**config.mk**
```make
export PLATFORM = sky130hd
export DESIGN_NAME = rr_mux_arbiter
export DESIGN_NICKNAME = d
export VERILOG_FILES = /design/src/rtl/rr_mux_arbiter.sv
export SDC_FILE = /design/constraint.sdc
export NUM_CORES = 1
export LEC_CHECK = 0
export BUFFER_PORTS_ARGS = -buffer_cell sky130_fd_sc_hd__buf_2
export CORE_MARGIN = 8
export CORE_UTILIZATION = 45
export CTS_CLUSTER_DIAMETER = 50
export DETAILED_ROUTE_END_ITERATION = 10
export PLACE_DENSITY = 0.8
export REMOVE_ABC_BUFFERS = 1
export SETUP_SLACK_MARGIN = 0.05
export SYNTH_ARGS = -nofsm -noshare
export SYNTH_HDL_FRONTEND = slang
export SYNTH_SLANG_ARGS = --single-unit
```
**constraint.sdc**
```tcl
create_clock -name clk -period 4.8 [get_ports clk]
set_input_delay 0.24 -clock clk [delete_from_list [all_inputs] [get_ports clk]]
set_output_delay 0.24 -clock clk [all_outputs]
set_load 0.01 [all_outputs]
```
**src/rtl/rr_mux_arbiter.sv**
```systemverilog
// rtl/rr_mux_arbiter.sv - four-requester round-robin arbiter driving a shared W-bit mux
// Grant, index and hold count are registered; the data mux selects from the registered index.
module rr_mux_arbiter #(
  parameter int W        = 8,
  parameter int MAX_HOLD = 4
) (
  input  logic         clk,
  input  logic         rst,
  input  logic [3:0]   req,
  input  logic [W-1:0] d0,
  input  logic [W-1:0] d1,
  input  logic [W-1:0] d2,
  input  logic [W-1:0] d3,
  output logic [3:0]   gnt,
  output logic [1:0]   gnt_idx,
  output logic [W-1:0] o1,
  output logic         out_vld
);

  localparam logic [3:0] HOLD_MAX = 4'(MAX_HOLD);

  typedef enum logic {IDLE, GRANT} state_t;

  state_t     state_q, state_d;
  logic [1:0] ptr_q, ptr_d;
  logic [1:0] idx_q, idx_d;
  logic [3:0] hold_q, hold_d;
  logic [3:0] gnt_q, gnt_d;
  logic [1:0] win;
  logic       any_req;
  logic       others;
  logic [W-1:0] mux_lo, mux_hi, mux_out;

  function automatic logic [3:0] dec2to4(input logic [1:0] s);
    dec2to4 = 4'b0001 << s;
  endfunction

  function automatic logic [W-1:0] mux2(input logic [W-1:0] a, input logic [W-1:0] b,
                                        input logic s);
    mux2 = s ? b : a;
  endfunction

  // First requester at or after p (mod 4); scanned backwards so the nearest one wins.
  function automatic logic [1:0] pick(input logic [3:0] r, input logic [1:0] p);
    logic [1:0] n;
    pick = p;
    for (int i = 3; i >= 0; i--) begin
      n = p + 2'(i);
      if (r[n]) pick = n;
    end
  endfunction

  always_comb begin
    win     = pick(req, ptr_q);
    any_req = |req;
    others  = |(req & ~dec2to4(idx_q));
  end

  always_comb begin
    state_d = state_q;
    ptr_d   = ptr_q;
    idx_d   = idx_q;
    hold_d  = hold_q;
    case (state_q)
      IDLE: begin
        if (any_req) begin
          state_d = GRANT;
          idx_d   = win;
          hold_d  = 4'd1;
          ptr_d   = win + 2'd1;
        end
      end
      GRANT: begin
        if (!req[idx_q]) begin
          if (any_req) begin
            idx_d  = win;
            hold_d = 4'd1;
            ptr_d  = win + 2'd1;
          end else begin
            state_d = IDLE;
            hold_d  = 4'd0;
          end
        end else if (hold_q >= HOLD_MAX) begin
          // ptr already points past the grantee, so win is another requester here
          if (others) begin
            idx_d  = win;
            hold_d = 4'd1;
            ptr_d  = win + 2'd1;
          end
        end else begin
          hold_d = hold_q + 4'd1;
        end
      end
      default: state_d = IDLE;
    endcase
    gnt_d = (state_d == GRANT) ? dec2to4(idx_d) : 4'b0000;
  end

  always_ff @(posedge clk or posedge rst) begin
    if (rst) begin
      state_q <= IDLE;
      ptr_q   <= 2'd0;
      idx_q   <= 2'd0;
      hold_q  <= 4'd0;
      gnt_q   <= 4'b0000;
    end else begin
      state_q <= state_d;
      ptr_q   <= ptr_d;
      idx_q   <= idx_d;
      hold_q  <= hold_d;
      gnt_q   <= gnt_d;
    end
  end

  always_comb begin
    mux_lo  = mux2(d0, d1, idx_q[0]);
    mux_hi  = mux2(d2, d3, idx_q[0]);
    mux_out = mux2(mux_lo, mux_hi, idx_q[1]);
  end

  assign gnt     = gnt_q;
  assign gnt_idx = idx_q;
  assign out_vld = (state_q == GRANT);
  assign o1      = out_vld ? mux_out : '0;

endmodule

```
Word level (Yosys, flattened, before mapping)
Cells that the tools add are included.
Cells by class
  multiplexer cells: 38
  add/subtract/negate cells: 5
  reduce and logical (&&, ||, !) cells: 4
  equal/unequal tests: 4
  shifts and indexed selects: 2
  order comparisons: 6
  bitwise operators: 3
Operators by type and width (count)
  8-bit 2-to-1 mux: 4
  2-bit 2-to-1 mux: 12
  4-bit 2-to-1 mux: 5
  2-bit by 3-bit < comparator with 1-bit output (second input constant): 5
  1-bit binary-select mux with 2-bit select: 5
  1-bit 2-to-1 mux: 8
  2-bit one-hot mux with 2 select lines: 2
  4-bit one-hot mux with 2 select lines: 1
  4-bit OR reduction: 2
  1-bit by 2-bit left shift with 4-bit output (first input constant): 2
  2-bit by 1-bit adder with 2-bit output (second input constant): 2
  2-bit adder (second input constant): 2
  4-bit by 1-bit adder with 4-bit output (second input constant): 1
  4-bit AND: 1
  4-bit by 3-bit >= comparator with 1-bit output (second input constant): 1
  4-bit != test (second input constant): 1
  4-bit NOT: 1
  2-bit AND reduction: 2
  3-bit by 2-bit != test with 1-bit output (second input constant): 1
  3-bit != test (second input constant): 1
  2-bit != test (second input constant): 1
  1-bit one-hot mux with 2 select lines: 1
  1-bit NOT: 1
Word-level totals
  bits in registers: 13
  logic and storage cells: 67
  input bits: 38

Longest topological paths before layout
Gate-level depths: netlist of run 1.
  depth after elaboration: 13
  gate-level depth with buffers: 6

Least setup slack after synthesis of run 1
OpenSTA, ideal clock, no wires.
  path kind: register to register
  from: register idx_q[1] (netlist: gnt_idx[1])
  to: register idx_q[0] (netlist: gnt_idx[0])
  path slack: 2894 ps
  stages on the path, launching flop included: 7
  arrival time: 1782 ps
  period minus slack after synthesis: 1906 ps
  cell sequence: dfrtp_1 buf_6 mux4_2 nand2_4 a21oi_4 nor2_1 mux2_2
On the way
  word-level cells in the longest chain between the ends: 8
  elaborated cells on any way between the ends: 10
RTL lines
  start: declaration: RTL line 26  | logic [1:0] idx_q, idx_d;
  start signal: assignment: RTL line 109  | idx_q <= idx_d;
  1-bit by 2-bit left shift with 4-bit output: RTL line 35  | dec2to4 = 4'b0001 << s;
  4-bit NOT: RTL line 56  | others = |(req & ~dec2to4(idx_q));
  4-bit AND: RTL line 56
  4-bit OR reduction: RTL line 56
  2-bit 2-to-1 mux: RTL line 85  | if (others) begin
  2-bit 2-to-1 mux: RTL line 83  | end else if (hold_q >= HOLD_MAX) begin
  2-bit 2-to-1 mux (*): RTL line 74  | if (!req[idx_q]) begin
  2-bit one-hot mux with 2 select lines (*): RTL line 64  | case (state_q)
  via idx_d[0]: RTL line 26
Mark *: on every way through the listed nets, which the timed path passes. The rest lies on a longest branch. The select of a mux whose other input is x is not followed.
A chain may end at the register's enable or synchronous reset.

Worst setup path in the final report of run 1
  from: register idx_q[0] (netlist: gnt_idx[0])
  to: register idx_q[0] (netlist: gnt_idx[0])
On the way
  word-level cells in the longest chain between the ends: 8
  elaborated cells on any way between the ends: 11
RTL lines (RTL line)
  1-bit by 2-bit left shift with 4-bit output: 35
  4-bit NOT: 56
  4-bit AND: 56
  4-bit OR reduction: 56
  2-bit 2-to-1 mux: 85
  2-bit 2-to-1 mux: 83
  2-bit 2-to-1 mux: 74
  2-bit one-hot mux with 2 select lines (*): 64
  via idx_d[0]: 26
Marks and branches as above.

==> impl_metrics.ini, run 1 <==
[clock_tree]
clockBufferDepth = 2
cts_setup_buffers = 0
cts_sinks = 13
h-tree-depth = 1
cts_resized = 0
clockRootBuffer = clkbuf_4
cts_tree = built
clk_latency_ns = 0.27
ctsHoldBuffers = 1
path_clk_slew_ns = 0.08
cts_made_buffers = 3

[synthesis]
postSynthAreaPerCell_sq_um = 10.2
synth_top_area_cell = dfrtp_1
netlist.area_leader.share_pct = 31.9
synth.ff_latch_count = 13
synth.distinct_cells = 35
synth.area.top_cells = dfrtp_1, mux4_2, a21oi_1, and2_1, mux2_2
syn_area_sq_mm = 0.00102
synth.yosys.warnings = 0
ys_seq_area_share_pct = 31.9
synthCells = 100

[sta]
final_hold_viol_count = 0
setup_viol = 0
finalCritPeriodShare_pct = 49.5
final.setup.tns_ns = 0
slew_viol_final = 0
fin_ws_ns = 2.42
rsz0062_at_grt = no
relSlewSlack_pct = 44.5
post-route-min-period_ns = 2.38
fmax_mhz = 421
whs_ns = 0.390
tightest_slew_ns = 0.825
finalClockSkew_ns = 0.00217

[floorplan]
core_area_sq_mm = 0.00217
dieArea_sq_mm = 0.00405
die_h_um = 63.6
initial_core_util_pct = 47.0
ioPinCount = 53
fp.dieW_um = 63.6
row_count = 17

[detailed_routing]
drt_wl_total_mm = 2.88
viasPerCell = 5.68
drtIter0Drc = 52
dr_wl_met2_mm = 1.40
dr_total_vias = 1011
wl_met1_mm = 1.21
met3WireLength_um = 267
highest_layer = met4
dr.pass1.iters = 4
drc = 0
ant_nets = 0
wl_per_cell_um = 16.2

[power]
leakage_nw = 0.613
powerDensity_mw_per_mm2 = 535
peakVddDrop_uv = 379
power.total_w = 0.000701

[placed_design]
portBuffers = 52
place_hpwl_mm = 2.32
post_dp_cell_area_sq_mm = 0.00127
place_ws_ns = 2.44
gp_congestion = 0.824

[global_routing]
antenna_found_initial = 0
grt_max_degree = 18
gr-total-overflow = 0
grt_pass1_wl_mm = 4.71
track_usage_pct = 14.0
grt_pass1_vias = 1051

[hold_path]
hp-class = input pin to register

[critical_path]
path_class = register to register
crit_required_ns = 4.96
startpoint_type = register
cp_max_fo = 17
reg2reg_slack_ns = 2.42
crit_path_end_kind = register
critical_path_arrival_ns = 2.54

[run_status]
outcome = completed

[final_layout]
fill_cells = 192
layout_common_cells = buf_2, dfrtp_1, a21oi_1
syn2layout_area_growth_pct = 28.5
drive_gt1_share_pct = 46.7
antenna_cells = 0
nets = 190
mostFrequentLayoutCell = buf_2
final_area_sq_mm = 0.00131

[flow_run]
maxCapViolations = 0
[path summary, 6_finish.rpt]
path	from	to	depth (start not counted)
hold / removal	req[1]	gnt[2]	3
setup reg to reg	gnt_idx[0]	gnt_idx[0]	5
setup / recovery	gnt_idx[0]	gnt_idx[0]	5
max in group asynchronous	rst	gnt_idx[1]	3
hold reg to reg	hold_q[2]	hold_q[2]	1
min in group asynchronous	rst	gnt[2]	3
[synthesized netlist by cell type (all sizes together)]
cell type	n
and2b	1
and2	9
a211o	2
nand3b	1
a21oi	13
o21ai	4
a21o	2
o21a	1
mux4	9
o31ai	1
ha	1
mux2	2
mux2i	1
xnor2	1
nand2	7
or2	1
nor2b	3
nand3	3
nor3	3
dfrtp	13
buf	6
or3b	2
o2bb2ai	2
inv	3
nor4	2
o211a	1
nor2	4
a32oi	1
clkbuf	1
[final cells by class]
class	count	area, sq um	share of cell area [%]
Clock buffer	4	26.3	2.01
Sequential cell	13	325	24.8
Timing Repair Buffer	53	270	20.6
Tap cell	28	35.0	2.67
Multi-Input combinational cell	77	642	49.0
Inverter	3	11.3	0.860
[metrics by stage]
stage	utilization (%)	cells
floorplan	-	93
global placement	58.7	173
detailed placement	58.7	173
CTS	60.4	178
global route	60.4	178
finish	60.4	178
[report_power, final]
group	switching, W	leakage, nW	internal [W]
clock	0.0000340	0.0150	0.0000322
sequential	0.0000752	0.158	0.000150
combinational	0.000185	0.440	0.000225
[worst max-delay path: stages, from the launching register on]
cell and delay (ns):
dfrtp_1 0.83, mux2i_1 0.16, a32oi_1 0.46, a21oi_4 0.14, nor2_1 0.28, mux2_2 0.38
[logic make-up after synthesis]
family / after synthesis / share of synthesized area (%)
fa+ha+maj: 1 / 1.23
simple gates: 36 / 20.1
buf+inv: 10 / 5.15
mux: 12 / 23.1
flops: 13 / 31.9
compound gates: 27 / 17.7
xor+xnor: 1 / 0.859
[per-layer routing]
layer | up-vias | track usage, %
met4 | 0 | 3.06
met2 | 48 | 24.3
met3 | 5 | 6.36
li1 | 473 | -
met5 | - | 0
met1 | 485 | 15.1
[registers in the layout, summed over array words and instances, names as in the netlist]
register and flops:
gnt 4, out_vld 1, ptr_q 2, gnt_idx 2, hold_q 4
Power figures use the tool's default switching activity.
==> run 2: changes to the inputs <==
Clock period 4.8 ns to 2.42 ns, I/O delays scaled along.
==> run 2 against run 1 <==
  * Clock skew up 0.00060 ns
  * Power grew 100%
  * Largest cell class unchanged
  * Critical endpoint is now gnt_idx[1]
  * Register-to-register slack got worse by 2.1 ns
  * Die area stayed put
  * Critical path depth grew 1
  * Fmax increased by 11%
  * Clock power is 100% higher
  * Highest routed layer unchanged
  * Worst setup slack got worse by 2.1 ns
==> impl_metrics.ini, run 2 (synthesis gave the netlist of run 1 again) <==
[run_status]
outcome = completed

[sta]
finalClockSkew_ns = 0.00277
slew_viol_final = 0
final_hold_viol_count = 0
setup_viol = 0
rsz0062_at_grt = no
relSlewSlack_pct = 47.5
fin_ws_ns = 0.288
post-route-min-period_ns = 2.13
final.setup.tns_ns = 0
tightest_slew_ns = 0.781
finalCritPeriodShare_pct = 88.1
fmax_mhz = 469

[placed_design]
place_ws_ns = 0.297
portBuffers = 52
gp_congestion = 0.831
place_hpwl_mm = 2.28

[critical_path]
cp_top_family = flip-flops
crit_required_ns = 2.59
crit_path_end_kind = register
startpoint = gnt_idx[1]
r2r-end = gnt_idx[1]
reg2regPathDepth = 6
critPathBufInv = 1
path_class = register to register
startpoint_type = register
critical_path_arrival_ns = 2.30
cp.depth = 6
slowest_stage = dfrtp_1
max_stage_delay_ns = 0.52
cp_cell_sequence = buf_4, and2b_1, a21oi_1, a21oi_4, nor2_1, mux2_2
cp_max_fo = 9
rr_startpoint = gnt_idx[1]
reg2reg_slack_ns = 0.29

[detailed_routing]
drt_wl_total_mm = 2.77
highest_layer = met4
drtIter0Drc = 59
dr.pass1.iters = 4
ant_nets = 0
wl_met1_mm = 1.20
drc = 0
wl_per_cell_um = 15.3
dr_wl_met2_mm = 1.25
met3WireLength_um = 285
dr_total_vias = 1030
viasPerCell = 5.69

[final_layout]
antenna_cells = 0
layout_common_cells = buf_2, dfrtp_1, a21oi_1
mostFrequentLayoutCell = buf_2
drive_gt1_share_pct = 47.7
fill_cells = 196
syn2layout_area_growth_pct = 30.7
nets = 193

[global_routing]
gr-total-overflow = 0
grt_max_degree = 14
track_usage_pct = 14.4
antenna_found_initial = 0
grt_pass1_wl_mm = 4.73
grt_pass1_vias = 986

[clock_tree]
h-tree-depth = 1
cts_sinks = 13
clockRootBuffer = clkbuf_4
cts_tree = built
clockBufferDepth = 2
path_clk_slew_ns = 0.08
cts_made_buffers = 3
clk_latency_ns = 0.28

[power]
power.switching_w = 0.000583
power_frac_seq_pct = 26.6
leakage_nw = 0.628
switching_share_pct = 41.3
peakVddDrop_uv = 781
powerDensity_mw_per_mm2 = 1060
power_frac_clock_pct = 9.5
combPwrFrac_pct = 63.9
p_int_w = 0.000828

[floorplan]
initial_core_util_pct = 47.0
fp.dieW_um = 63.6
core_area_sq_mm = 0.00217
ioPinCount = 53
row_count = 17
dieArea_sq_mm = 0.00405
die_h_um = 63.6

[hold_path]
hold_start = req[1]
min_path_cells = 4
whs_endpoint = gnt[1]
hp-class = input pin to register

[flow_run]
maxCapViolations = 0
run 2: changes by cell type in the layout (fill, tap and decap cells not counted):
cell,delta
buf_4,+3
run 2: timing repair:
item	CTS	global route
resized for setup	0	0
hold buffers	1	0
setup buffers	0	0
endpoints found under the hold margin	13	0
run 2: tightest hold or removal path: stages:
cell	delay, ns
buf_2	0.14
nor4_1	0.07
buf_4	0.15
a21oi_1	0.10
run 2: final cells by class:
type	instances	area (sq um)	share of cell area, %
clock buffer	4	26.3	1.97
inverter	3	11.3	0.845
multi-input combinational	77	642	48.2
sequential	13	325	24.4
tap	28	35.0	2.63
timing repair buffer	56	293	22.0
run 2: how the worst max path moves through the flow:
stage / endpoint / slack (ns)
after global placement: gnt_idx[1] / 0.40
final: gnt_idx[1] / 0.29
after CTS: gnt_idx[1] / 0.28
after global routing: gnt_idx[1] / 0.13
after detailed placement: gnt_idx[1] / 0.30
after floorplan: gnt_idx[0] / 0.32
run 2: power groups by stage:
| stage | Combinational, W | Sequential [W] | Clock (W) |
|---|---|---|---|
| 2_1_floorplan | 0.000569 | 0.000436 | 0 |
| 3_3_place_gp | 0.000883 | 0.000371 | 0 |
| 3_5_place_dp | 0.000907 | 0.000378 | 0 |
| 4_1_cts | 0.000910 | 0.000373 | 0.000137 |
| 5_1_grt | 0.000981 | 0.000385 | 0.000155 |
| 6_report | 0.000902 | 0.000375 | 0.000134 |
run 2: per-layer routing:
metal | vias to the layer above | global-route usage, %
met4 | 0 | 5.85
met2 | 54 | 22.6
met1 | 495 | 16.8
met3 | 4 | 6.18
met5 | - | 0
li1 | 477 | -
run 2: metrics by stage:
step	utilization (%)	total power, W	cells	cell area [sq um]	hold slack (ns)
final	61.4	0.00141	181	1330	0.346
after global routing	61.4	0.00152	181	1330	0.337
after CTS	61.4	0.00142	181	1330	0.336
after detailed placement	59.7	0.00128	176	1300	0.163
after global placement	59.7	0.00125	176	1300	0.152
after floorplan	-	0.00101	93	978	-0.00204
